File: src/rtl/svm_ovo_seq.sv
// Time-multiplexed one-vs-one SVM: one signed MAC walks every class pair using an external
// registered coefficient ROM, accumulates votes, then picks the winner with a sequential argmax.
module svm_ovo_seq #(
    parameter int NUM_FEAT  = 4,
    parameter int FEAT_W    = 4,
    parameter int NUM_CLASS = 3,
    parameter int COEF_W    = 8,
    parameter int ACC_W     = 16,
    parameter int CLS_W     = $clog2(NUM_CLASS),
    localparam int NUM_PAIR = NUM_CLASS * (NUM_CLASS - 1) / 2,
    localparam int ADDR_W   = $clog2(NUM_PAIR * (NUM_FEAT + 1))
) (
    input  logic                         clk,
    input  logic                         rst,
    input  logic                         in_valid,
    output logic                         in_ready,
    input  logic [NUM_FEAT*FEAT_W-1:0]   inp,
    output logic [ADDR_W-1:0]            coef_addr,
    input  logic [ACC_W-1:0]             coef_data,
    output logic                         out_valid,
    input  logic                         out_ready,
    output logic [CLS_W-1:0]             out,
    output logic [NUM_CLASS*CLS_W-1:0]   predo
);

    localparam int K_W = $clog2(NUM_FEAT + 1);

    typedef enum logic [2:0] {IDLE, FETCH, MAC, VOTE, ARGMAX, DONE} state_t;

    state_t                      state_q, state_d;
    logic [NUM_FEAT*FEAT_W-1:0]  feat_q, feat_d;
    logic [ACC_W-1:0]            acc_q, acc_d;
    logic [K_W-1:0]              k_q, k_d;
    logic [ADDR_W-1:0]           base_q, base_d, addr_q, addr_d;
    logic [CLS_W-1:0]            pi_q, pi_d, pj_q, pj_d;
    logic [CLS_W-1:0]            c_q, c_d, best_q, best_d, bidx_q, bidx_d, out_q, out_d;
    logic [CLS_W-1:0]            votes_q [NUM_CLASS];
    logic [CLS_W-1:0]            votes_d [NUM_CLASS];
    logic [NUM_CLASS*CLS_W-1:0]  predo_q, predo_d, predo_pack;
    logic                        ovalid_q, ovalid_d;

    logic [FEAT_W-1:0]           feat_sel;
    logic signed [COEF_W-1:0]    w_raw;
    logic signed [ACC_W-1:0]     w_ext, f_ext, prod;
    logic [CLS_W-1:0]            cur_votes, win_cls;
    logic                        take, last_pair;

    always_comb begin
        feat_sel = '0;
        for (int unsigned f = 0; f < NUM_FEAT; f++)
            if (k_q == K_W'(f + 1)) feat_sel = feat_q[f*FEAT_W +: FEAT_W];
        w_raw = $signed(coef_data[COEF_W-1:0]);
        w_ext = ACC_W'(w_raw);
        f_ext = ACC_W'($signed({1'b0, feat_sel}));
        prod  = f_ext * w_ext;

        cur_votes  = '0;
        predo_pack = '0;
        for (int unsigned c = 0; c < NUM_CLASS; c++) begin
            if (c_q == CLS_W'(c)) cur_votes = votes_q[c];
            predo_pack[(NUM_CLASS-1-c)*CLS_W +: CLS_W] = votes_q[c];
        end
        take      = (c_q == '0) || (cur_votes > best_q);
        last_pair = (pi_q == CLS_W'(NUM_CLASS - 2)) && (pj_q == CLS_W'(NUM_CLASS - 1));
        win_cls   = acc_q[ACC_W-1] ? pj_q : pi_q;
    end

    always_comb begin
        state_d  = state_q;
        feat_d   = feat_q;
        acc_d    = acc_q;
        k_d      = k_q;
        base_d   = base_q;
        addr_d   = addr_q;
        pi_d     = pi_q;
        pj_d     = pj_q;
        c_d      = c_q;
        best_d   = best_q;
        bidx_d   = bidx_q;
        out_d    = out_q;
        predo_d  = predo_q;
        ovalid_d = ovalid_q;
        votes_d  = votes_q;

        case (state_q)
            IDLE: if (in_valid) begin
                feat_d  = inp;
                votes_d = '{default: '0};
                pi_d    = '0;
                pj_d    = CLS_W'(1);
                base_d  = '0;
                addr_d  = ADDR_W'(NUM_FEAT);
                state_d = FETCH;
            end
            FETCH: begin
                addr_d  = base_q;
                k_d     = '0;
                state_d = MAC;
            end
            MAC: begin
                acc_d = (k_q == '0) ? coef_data : acc_q + prod;
                if (k_q == K_W'(NUM_FEAT)) begin
                    state_d = VOTE;
                    addr_d  = last_pair ? '0 : base_q + ADDR_W'(2 * NUM_FEAT + 1);
                end else begin
                    k_d    = k_q + K_W'(1);
                    addr_d = base_q + ADDR_W'(k_q) + ADDR_W'(1);
                end
            end
            // VOTE already presents the next intercept address, so it doubles as that pair's fetch.
            VOTE: begin
                for (int unsigned c = 0; c < NUM_CLASS; c++)
                    if (win_cls == CLS_W'(c)) votes_d[c] = votes_q[c] + CLS_W'(1);
                if (last_pair) begin
                    c_d     = '0;
                    state_d = ARGMAX;
                end else begin
                    base_d  = base_q + ADDR_W'(NUM_FEAT + 1);
                    addr_d  = base_q + ADDR_W'(NUM_FEAT + 1);
                    k_d     = '0;
                    state_d = MAC;
                    if (pj_q == CLS_W'(NUM_CLASS - 1)) begin
                        pi_d = pi_q + CLS_W'(1);
                        pj_d = pi_q + CLS_W'(2);
                    end else begin
                        pj_d = pj_q + CLS_W'(1);
                    end
                end
            end
            ARGMAX: begin
                best_d = take ? cur_votes : best_q;
                bidx_d = take ? c_q : bidx_q;
                if (c_q == CLS_W'(NUM_CLASS - 1)) begin
                    out_d    = take ? c_q : bidx_q;
                    predo_d  = predo_pack;
                    ovalid_d = 1'b1;
                    state_d  = DONE;
                end else begin
                    c_d = c_q + CLS_W'(1);
                end
            end
            DONE: if (out_ready) begin
                ovalid_d = 1'b0;
                state_d  = IDLE;
            end
            default: state_d = IDLE;
        endcase
    end

    always_ff @(posedge clk) begin
        if (rst) begin
            state_q  <= IDLE;
            feat_q   <= '0;
            acc_q    <= '0;
            k_q      <= '0;
            base_q   <= '0;
            addr_q   <= '0;
            pi_q     <= '0;
            pj_q     <= '0;
            c_q      <= '0;
            best_q   <= '0;
            bidx_q   <= '0;
            out_q    <= '0;
            predo_q  <= '0;
            ovalid_q <= 1'b0;
            votes_q  <= '{default: '0};
        end else begin
            state_q  <= state_d;
            feat_q   <= feat_d;
            acc_q    <= acc_d;
            k_q      <= k_d;
            base_q   <= base_d;
            addr_q   <= addr_d;
            pi_q     <= pi_d;
            pj_q     <= pj_d;
            c_q      <= c_d;
            best_q   <= best_d;
            bidx_q   <= bidx_d;
            out_q    <= out_d;
            predo_q  <= predo_d;
            ovalid_q <= ovalid_d;
            votes_q  <= votes_d;
        end
    end

    assign in_ready  = (state_q == IDLE);
    assign coef_addr = addr_q;
    assign out_valid = ovalid_q;
    assign out       = out_q;
    assign predo     = predo_q;

endmodule
File: config.mk
export PLATFORM = sky130hd
export DESIGN_NAME = svm_ovo_seq
export DESIGN_NICKNAME = d
export VERILOG_FILES = /design/src/rtl/svm_ovo_seq.sv
export SDC_FILE = /design/constraint.sdc
export NUM_CORES = 1
export LEC_CHECK = 0
export ABC_AREA = 1
export BUFFER_PORTS_ARGS = -buffer_cell sky130_fd_sc_hd__clkbuf_2
export CORE_MARGIN = 10
export CORE_UTILIZATION = 60
export CTS_BUF_LIST = sky130_fd_sc_hd__clkbuf_4 sky130_fd_sc_hd__clkbuf_8 sky130_fd_sc_hd__clkbuf_16
export CTS_CLUSTER_DIAMETER = 200
export DETAILED_ROUTE_END_ITERATION = 10
export PLACE_DENSITY = 0.79
export SETUP_SLACK_MARGIN = 0.1
export SYNTH_ARGS = -nofsm -noshare
export SYNTH_HDL_FRONTEND = slang
export SYNTH_SLANG_ARGS = --single-unit
export TNS_END_PERCENT = 10
File: constraint.sdc
create_clock -name clk -period 11.05 [get_ports clk]
set_input_delay 1.6575 -clock clk [delete_from_list [all_inputs] [get_ports clk]]
set_output_delay 1.6575 -clock clk [all_outputs]
set_load 0.03 [all_outputs]
Word level (Yosys, flattened, before mapping) --
Index checks and enable logic that the tools add are counted.
Word-level totals: bits in registers 71, input bits 36, output and inout port bits 14, word-level logic and storage cells 128
Operators by class: add/subtract/negate cells 13, multipliers 1, magnitude comparators 1, equality and inequality tests 27, mux-type cells 45, reductions and logical operators 24
Operators with widths (count):
- $mux 4 | 9
- $mux 2 | 16
- $ne 2x2->1 const B | 12
- $reduce_and 3->1 | 8
- $mux 3 | 7
- $pmux 3 s6 | 1
- $add 16x16->16 | 1
- $mux 16 | 1
- $pmux 4 s4 | 1
- $mul 5x8->13 | 1
- $add 2x1->2 const B | 6
- $eq 3x2->1 const B | 4
- $pmux 2 s2 | 3
- $pmux 6 s2 | 1
- $eq 3x3->1 const B | 3
- $pmux 3 s3 | 1
- $pmux 4 s2 | 1
- $reduce_and 4->1 | 2
- $eq 2x1->1 const B | 3
- $eq 2x2->1 const B | 3
- $eq 3x1->1 const B | 2
- $logic_not 3->1 | 2
- $mux 6 | 1
- $reduce_and 2->1 | 3
- other kinds (15) | 19

Longest topological paths before layout --
Gate-level depths: netlist of the first run.
word-level depth 8, depth in mapped cells 37

Worst setup path before layout of the first run --
Ideal clock, no wire load.
path kind input to register, start point input port coef_data[2], end point register acc_q[13], setup time 0.132 ns, data arrival time 5.473 ns, required time 10.918 ns, slack 5.445 ns, cell stages on the path 23, buffers on the path 0, path through inv_1 > nor2_1 > ha_1 > fa_1 > inv_1 > fa_1 > inv_1 > ha_1 > inv_1 > nor3_1 > a21o_1 > nand2_1 > a22oi_1 > xor2_1 > ha_1 > a21o_1 > nand2_1 > nand2_1 > a21oi_1 > o21ai_0 > xor2_1 > o21ai_0 > a21oi_1
On the way: longest elaborated chain between the ends 3
Ends and longest elaborated chain:
- from (decl) | line 19 | input logic [ACC_W-1:0] coef_data,
- $mul 5x8->13 | line 55 | prod = f_ext * w_ext;
- $add 16x16->16 | line 101 | acc_d = (k_q == '0) ? coef_data : acc_q + prod;
- $mux 16 | line 101
- to (signal assigned) | line 154 | acc_q <= '0;
- to (signal assigned) | line 170 | acc_q <= acc_d;
- to (decl) | line 32 | logic [ACC_W-1:0] acc_q, acc_d;
Every way passes these cells. A chain may end at the register's enable or synchronous reset.

Worst setup path after layout of the first run --
start point register k_q[1], end point register acc_q[11]
On the way: longest elaborated chain between the ends 8
Ends and longest elaborated chain:
- from (decl) | line 33 | logic [K_W-1:0] k_q, k_d;
- from (signal assigned) | line 171 | k_q <= k_d;
- $eq 3x1->1 | line 51 | if (k_q == K_W'(f + 1)) feat_sel = feat_q[f*FEAT_W +: FEAT_W];
- $mux 4 (4 in a row) | line 51
- $mul 5x8->13 | line 55
- $add 16x16->16 | line 101
- $mux 16 (*) | line 101
Mark *: on every way between the ends. The rest lies on a longest branch, timed or not.

==> results of run 1 <==
path summary, 6_finish.rpt:
check | end | slack [ns] | depth (start not counted)
min reg2reg | feat_q[2]$_SDFFE_PP0P_ | 0.46 | 2
min | feat_q[2]$_SDFFE_PP0P_ | 0.46 | 2
max reg2reg | acc_q[11]$_SDFFE_PP0P_ | 4.96 | 28
max | acc_q[11]$_SDFFE_PP0P_ | 4.96 | 28
Yosys cell counts (6+ instances only):
cell type / instances
clkbuf_1: 13
xnor2_1: 6
o211ai_1: 10
o21ai_0: 62
xor2_1: 15
nor2_1: 81
fa_1: 19
nor3_1: 13
a211oi_1: 10
a21oi_1: 104
ha_1: 57
inv_2: 8
nand2_1: 106
inv_1: 128
dfxtp_1: 71
nand3_1: 32
through the flow:
| step | total power, µW | setup WS [ns] | std cells | hold WS, ns | util, % |
|---|---|---|---|---|---|
| after global routing | 1200 | 4.49 | 951 | 0.485 | 66.9 |
| after detailed placement | 855 | 4.83 | 935 | 0.451 | 64.4 |
| after CTS | 1100 | 5.02 | 951 | 0.463 | 66.9 |
| final | 1100 | 4.96 | 951 | 0.459 | 66.9 |
| after global placement | 839 | 4.79 | 935 | 0.447 | 64.4 |
| after floorplan | 746 | 5.44 | 794 | 0.425 | - |
flip-flops by register name, indices dropped and copies added, names as in the netlist, 3 cells and up:
name,count
k_q,3
coef_addr,4
base_q,4
feat_q,16
predo,6
predo_pack,6
state_q,3
acc_q,16
routing by layer:
layer	routed length [µm]	vias to the layer above	GRT usage (%)	share of wire, %
li1	-	2690	-	-
met1	5970	2497	24.2	43
met2	7120	133	39.1	51
met3	492	23	3.41	3.6
met4	264	0	8.15	1.9
met5	0	-	0	0
kinds of logic (layout without fill, tap and decap cells):
family          count (synthesis)  count (layout)  synth area share [%]
fa+ha+maj                      76              76                  19.4
compound gates                212             212                  21.1
simple gates                  256             256                  20.1
flops                          71              71                  25.3
xor+xnor                       21              21                  3.27
buf+inv                       158             204                  10.8
report_power, final:
part | leakage [µW] | internal [µW] | switching, µW | total [µW]
Clock | 0.000109 | 135 | 112 | 246
Combinational | 0.00232 | 158 | 329 | 487
Sequential | 0.000579 | 318 | 50.5 | 368
layout make-up:
cell class | count | area, µm² | share of cell area, %
Multi-Input combinational cell | 565 | 3600 | 58.4
Sequential cell | 71 | 1420 | 23.1
Inverter | 139 | 524 | 8.52
Timing Repair Buffer | 49 | 245 | 3.98
Tap cell | 111 | 139 | 2.26
Clock buffer | 10 | 138 | 2.24
Clock inverter | 6 | 92.6 | 1.50
worst max-delay path, delay by kind of cell, from the launching register on:
| family | cells | cell delay, ns |
|---|---|---|
| AND/OR/NAND/NOR | 2 | 0.18 |
| XOR/XNOR | 2 | 0.27 |
| AO/OA/AOI/OAI | 12 | 1.99 |
| flip-flops | 1 | 0.40 |
| adder cells (fa/ha/maj) | 7 | 2.48 |
| buffers and inverters | 5 | 0.61 |
==> flow_summary.toml, run 1 <==
[pwr]
peakVddDrop_mv = 0.159
p_leak_uw = 0.00301
powerDensity_mw_per_mm2 = 179

[clock_tree]
ctsRootBufferMaster = "clkbuf_8"
post_cts_resized = 0
clock-sinks = 71
cts_tree = "done"
cts.clk_slew.worst_paths_ns = 0.09
ctsHoldBuffers = 0
insertion_delay_ns = 0.35
h-tree-depth = 3
postCtsSetupRepairBufs = 0
cts_buffer_depth = 2
numCtsBuffers = 9

[synthesis]
yosys_warnings = 0
synth_cell_types = 45
yosysTopAreaCellShare_pct = 25.3
ys_ff_latch = 71
ys_top_cells_by_area = "dfxtp_1 25%, ha_1 13%, a21oi_1 9.2%, inv_1 8.5%, nand2_1 7.1%"
avgSynthCellArea_um2 = 7.09
dominantRegCellSynth = "dfxtp_1"
synthArstFlopShare_pct = 0
synth_edf_count = 0
synth_nets = 906
syn_inst = 794
yosysTopAreaCell = "dfxtp_1"
ys_seq_area_share_pct = 25.3
syn_area_mm2 = 0.00563

[die]
die_h_um = 117
dieArea_mm2 = 0.0137
num_io_pins = 50
core_area_mm2 = 0.00920
die_w_um = 117
initial_core_util_pct = 61.2
row_count = 35

[timing]
hold_violations = 0
clock_skew_ns = 0.00844
min_period_ns = 6.09
tns_ns = 0
finalMaxSlewViolations = 0
fmax_ghz = 0.164
worstMarginPinSlew_ns = 1.05
slew_headroom_pct = 30.2
fin_crit_sh_pct = 55.1
setup_viol = 0
rsz0062_at_grt = "no"

[setup_path]
cpPeakStageDelay_ns = 0.55
cp.required_ns = 11.26
critPathKind = "flip-flop to flip-flop"
worstPathArrival_ns = 6.30
cp-startpoint = "k_q[1]$_SDFFE_PP0P_"
slowest_stage = "fa_1"
crit-reg2reg-launch = "k_q[1]$_SDFFE_PP0P_"
cp_max_fo = 9
crit_path_end_kind = "flip-flop"
cp-start-kind = "flip-flop"

[detailed_routing]
drcViolationCount = 0
via_count = 5343
vias_per_cell = 5.62
dr.pass1.iters = 5
first_iter_violations = 337
wl_um = 13800
route.detailed.wl_per_inst_um = 14.6
antenna_left = 0

[global_routing]
grt_pass1_vias = 5420
grt_pass1_wl_um = 24000
grt_overflow = 0
grt.total_usage_pct = 21.3
grt_max_degree = 38
antenna_found_initial = 0

[run_status]
status = "finished, final reports clean"

[placed_design]
hpwl_um = 10700
numPortBuffers = 49
placed_area_mm2 = 0.00593
place_congestion = 0.907

[layout]
antennaDiodeCount = 0
layout_commonest_cell = "inv_1"
fin_nets = 947
final_area_mm2 = 0.00616
syn2layout_area_growth_pct = 9.38
drive_gt1_share_pct = 11.4
n_fill_cell = 790
final_cell_mix = "128 x inv_1, 106 x nand2_1, 104 x a21oi_1"

[hold_path]
min_from = "feat_q[2]$_SDFFE_PP0P_"
hp-class = "flip-flop to flip-flop"

[flow_run]
drv_cap = 0
(Power assumes the default switching activity.)
==> run 2, diff against run 1 <==
- CORE_UTILIZATION: 60 -> 55
- PLACE_DENSITY: 0.79 -> 0.76
- clock period: 11.05 -> 5.1 ns (I/O delays scaled with it)
==> run 2 against run 1 <==
Effect of this change:
- the flow now finishes with violations (negative setup slack)
- register-to-register slack got worse by 5.1 ns
- setup slack got worse by 5.1 ns
- total power increased by 130%
- final cell count increased by 8.9%
- die area increased by 7.5%
- combinational power increased to 2.6 times the previous value
- critical endpoint is now acc_q[13]$_SDFFE_PP0P_
- largest power group unchanged
==> flow_summary.toml, run 2 (same netlist as run 1, synthesis figures left out) <==
[pwr]
p_leak_uw = 0.00335
p_sw_share_pct = 45.7
power_switching_uw = 1180
powerDensity_mw_per_mm2 = 360
peakVddDrop_mv = 0.315
total_power_uw = 2570
power_frac_seq_pct = 31.4
p_int_uw = 1400
power_frac_comb_pct = 49.7
clock_power_share_pct = 18.8

[clock_tree]
h-tree-depth = 3
clock-sinks = 71
cts_tree = "done"
cts.clk_slew.worst_paths_ns = 0.09
ctsHoldBuffers = 0
ctsRootBufferMaster = "clkbuf_8"
insertion_delay_ns = 0.38
cts_buffer_depth = 2
numCtsBuffers = 9

[timing]
fmax_ghz = 0.189
worstMarginPinSlew_ns = 1.15
tns_ns = -0.780
setup_viol = 6
finalMaxSlewViolations = 0
hold_violations = 0
slew_headroom_pct = 23.5
fin_crit_sh_pct = 104
min_period_ns = 5.28
rsz0062_at_grt = "yes"
layout_setup_ws_ns = -0.184
clock_skew_ns = 0.0108

[die]
row_count = 36
num_io_pins = 50
die_h_um = 121
initial_core_util_pct = 57.1
core_area_mm2 = 0.00986
die_w_um = 121
dieArea_mm2 = 0.0147

[setup_path]
crit_path_end_kind = "flip-flop"
reg2reg_depth = 30
cp-start-kind = "flip-flop"
cp_max_fo = 7
critPathKind = "flip-flop to flip-flop"
slowest_stage = "fa_1"
worstPathArrival_ns = 5.53
cp.required_ns = 5.35
cpPeakStageDelay_ns = 0.52

[global_routing]
grt_max_degree = 38
grt_overflow = 0
grt.total_usage_pct = 22.2
grt_pass1_vias = 6015
antenna_found_initial = 0
grt_pass1_wl_um = 26900

[hold_path]
hp-class = "flip-flop to flip-flop"
min_path_cells = 2

[detailed_routing]
dr.pass1.iters = 5
wl_um = 16000
drcViolationCount = 0
vias_per_cell = 5.58
first_iter_violations = 340
route.detailed.wl_per_inst_um = 15.5
antenna_left = 0
via_count = 5785

[placed_design]
place_congestion = 0.888
hpwl_um = 11500
numPortBuffers = 49
placed_area_mm2 = 0.00637

[layout]
final_area_mm2 = 0.00714
final_cell_mix = "113 x inv_1, 98 x nand2_1, 91 x a21oi_1"
post-route-util_pct = 72.4
n_fill_cell = 783
final-seq-area_mm2 = 0.00143
fin_nets = 1010
antennaDiodeCount = 0
multiInputGateArea_mm2 = 0.00409
syn2layout_area_growth_pct = 26.9
drive_gt1_share_pct = 27.9
largestRegisters = "acc_q x16, feat_q x16"
layout_commonest_cell = "inv_1"

[flow_run]
drv_cap = 0

[run_status]
violations = "negative setup slack"
status = "complete, but fails checks"
## run 2: cell types whose count changed in the layout (fill, tap and decap cells not counted), moves of 9 or more
cell	change
buf_4	+62
nor2_2	+11
a21oi_1	-13
ha_4	+16
ha_1	-20
o21ai_0	-9
a21oi_2	+10
inv_2	+10
inv_1	-15
nor2_1	-14
## run 2: path summary, 6_finish.rpt
| path | startpoint | endpoint | slack (ns) |
|---|---|---|---|
| hold reg to reg | feat_q[15]$_SDFFE_PP0P_ | feat_q[15]$_SDFFE_PP0P_ | 0.46 |
| hold / removal | feat_q[15]$_SDFFE_PP0P_ | feat_q[15]$_SDFFE_PP0P_ | 0.46 |
| setup reg to reg | k_q[1]$_SDFFE_PP0P_ | acc_q[13]$_SDFFE_PP0P_ | -0.18 |
| setup / recovery | k_q[1]$_SDFFE_PP0P_ | acc_q[13]$_SDFFE_PP0P_ | -0.18 |
## run 2: repair_timing
action                     in CTS  in global routing
resized for setup              81                 29
setup endpoints to repair      10                 11
pin swaps                      52                 24
hold endpoints to repair        0                  0
setup buffers                  12                  2
## run 2: through the flow
stage | instances | setup slack, ns | hold WS [ns]
2_1_floorplan | 794 | 0.109 | 0.425
3_3_place_gp | 1006 | -0.244 | 0.449
3_5_place_dp | 1006 | -0.468 | 0.450
4_1_cts | 1034 | -0.0837 | 0.465
5_1_grt | 1036 | -0.503 | 0.497
6_report | 1036 | -0.184 | 0.465
## run 2: critical path, delay by kind of cell (launching register included)
family | cells | cell delay [ns]
fa+ha+maj | 7 | 2.21
compound gates | 10 | 1.25
buf+inv | 6 | 0.54
simple gates | 5 | 0.45
flops | 1 | 0.37
xor+xnor | 2 | 0.34
## run 2: routing by layer
layer	share of wire, %	vias to the layer above	wire length, µm	global-route usage [%]
li1	-	2818	-	-
met1	40	2759	6370	22.4
met2	53	160	8430	41.7
met3	4.2	48	668	5.35
met4	3.5	0	562	10.4
met5	0	-	0	0
## run 2: area by class of cell
| type | count | area share, % |
|---|---|---|
| clock buffers | 9 | 1.73 |
| clock inverters | 7 | 1.12 |
| inverters | 139 | 7.51 |
| multi-input cells | 565 | 57.2 |
| flip-flops and latches | 71 | 20.0 |
| well taps | 133 | 2.33 |
| repair buffers | 112 | 10.1 |
## run 2: power groups by stage
stage	clock network, µW	logic, µW	registers, µW
floorplan	0	850	782
finish	484	1280	808
global route	514	1440	825
CTS	491	1230	802
detailed placement	0	1140	810
global placement	0	1100	804
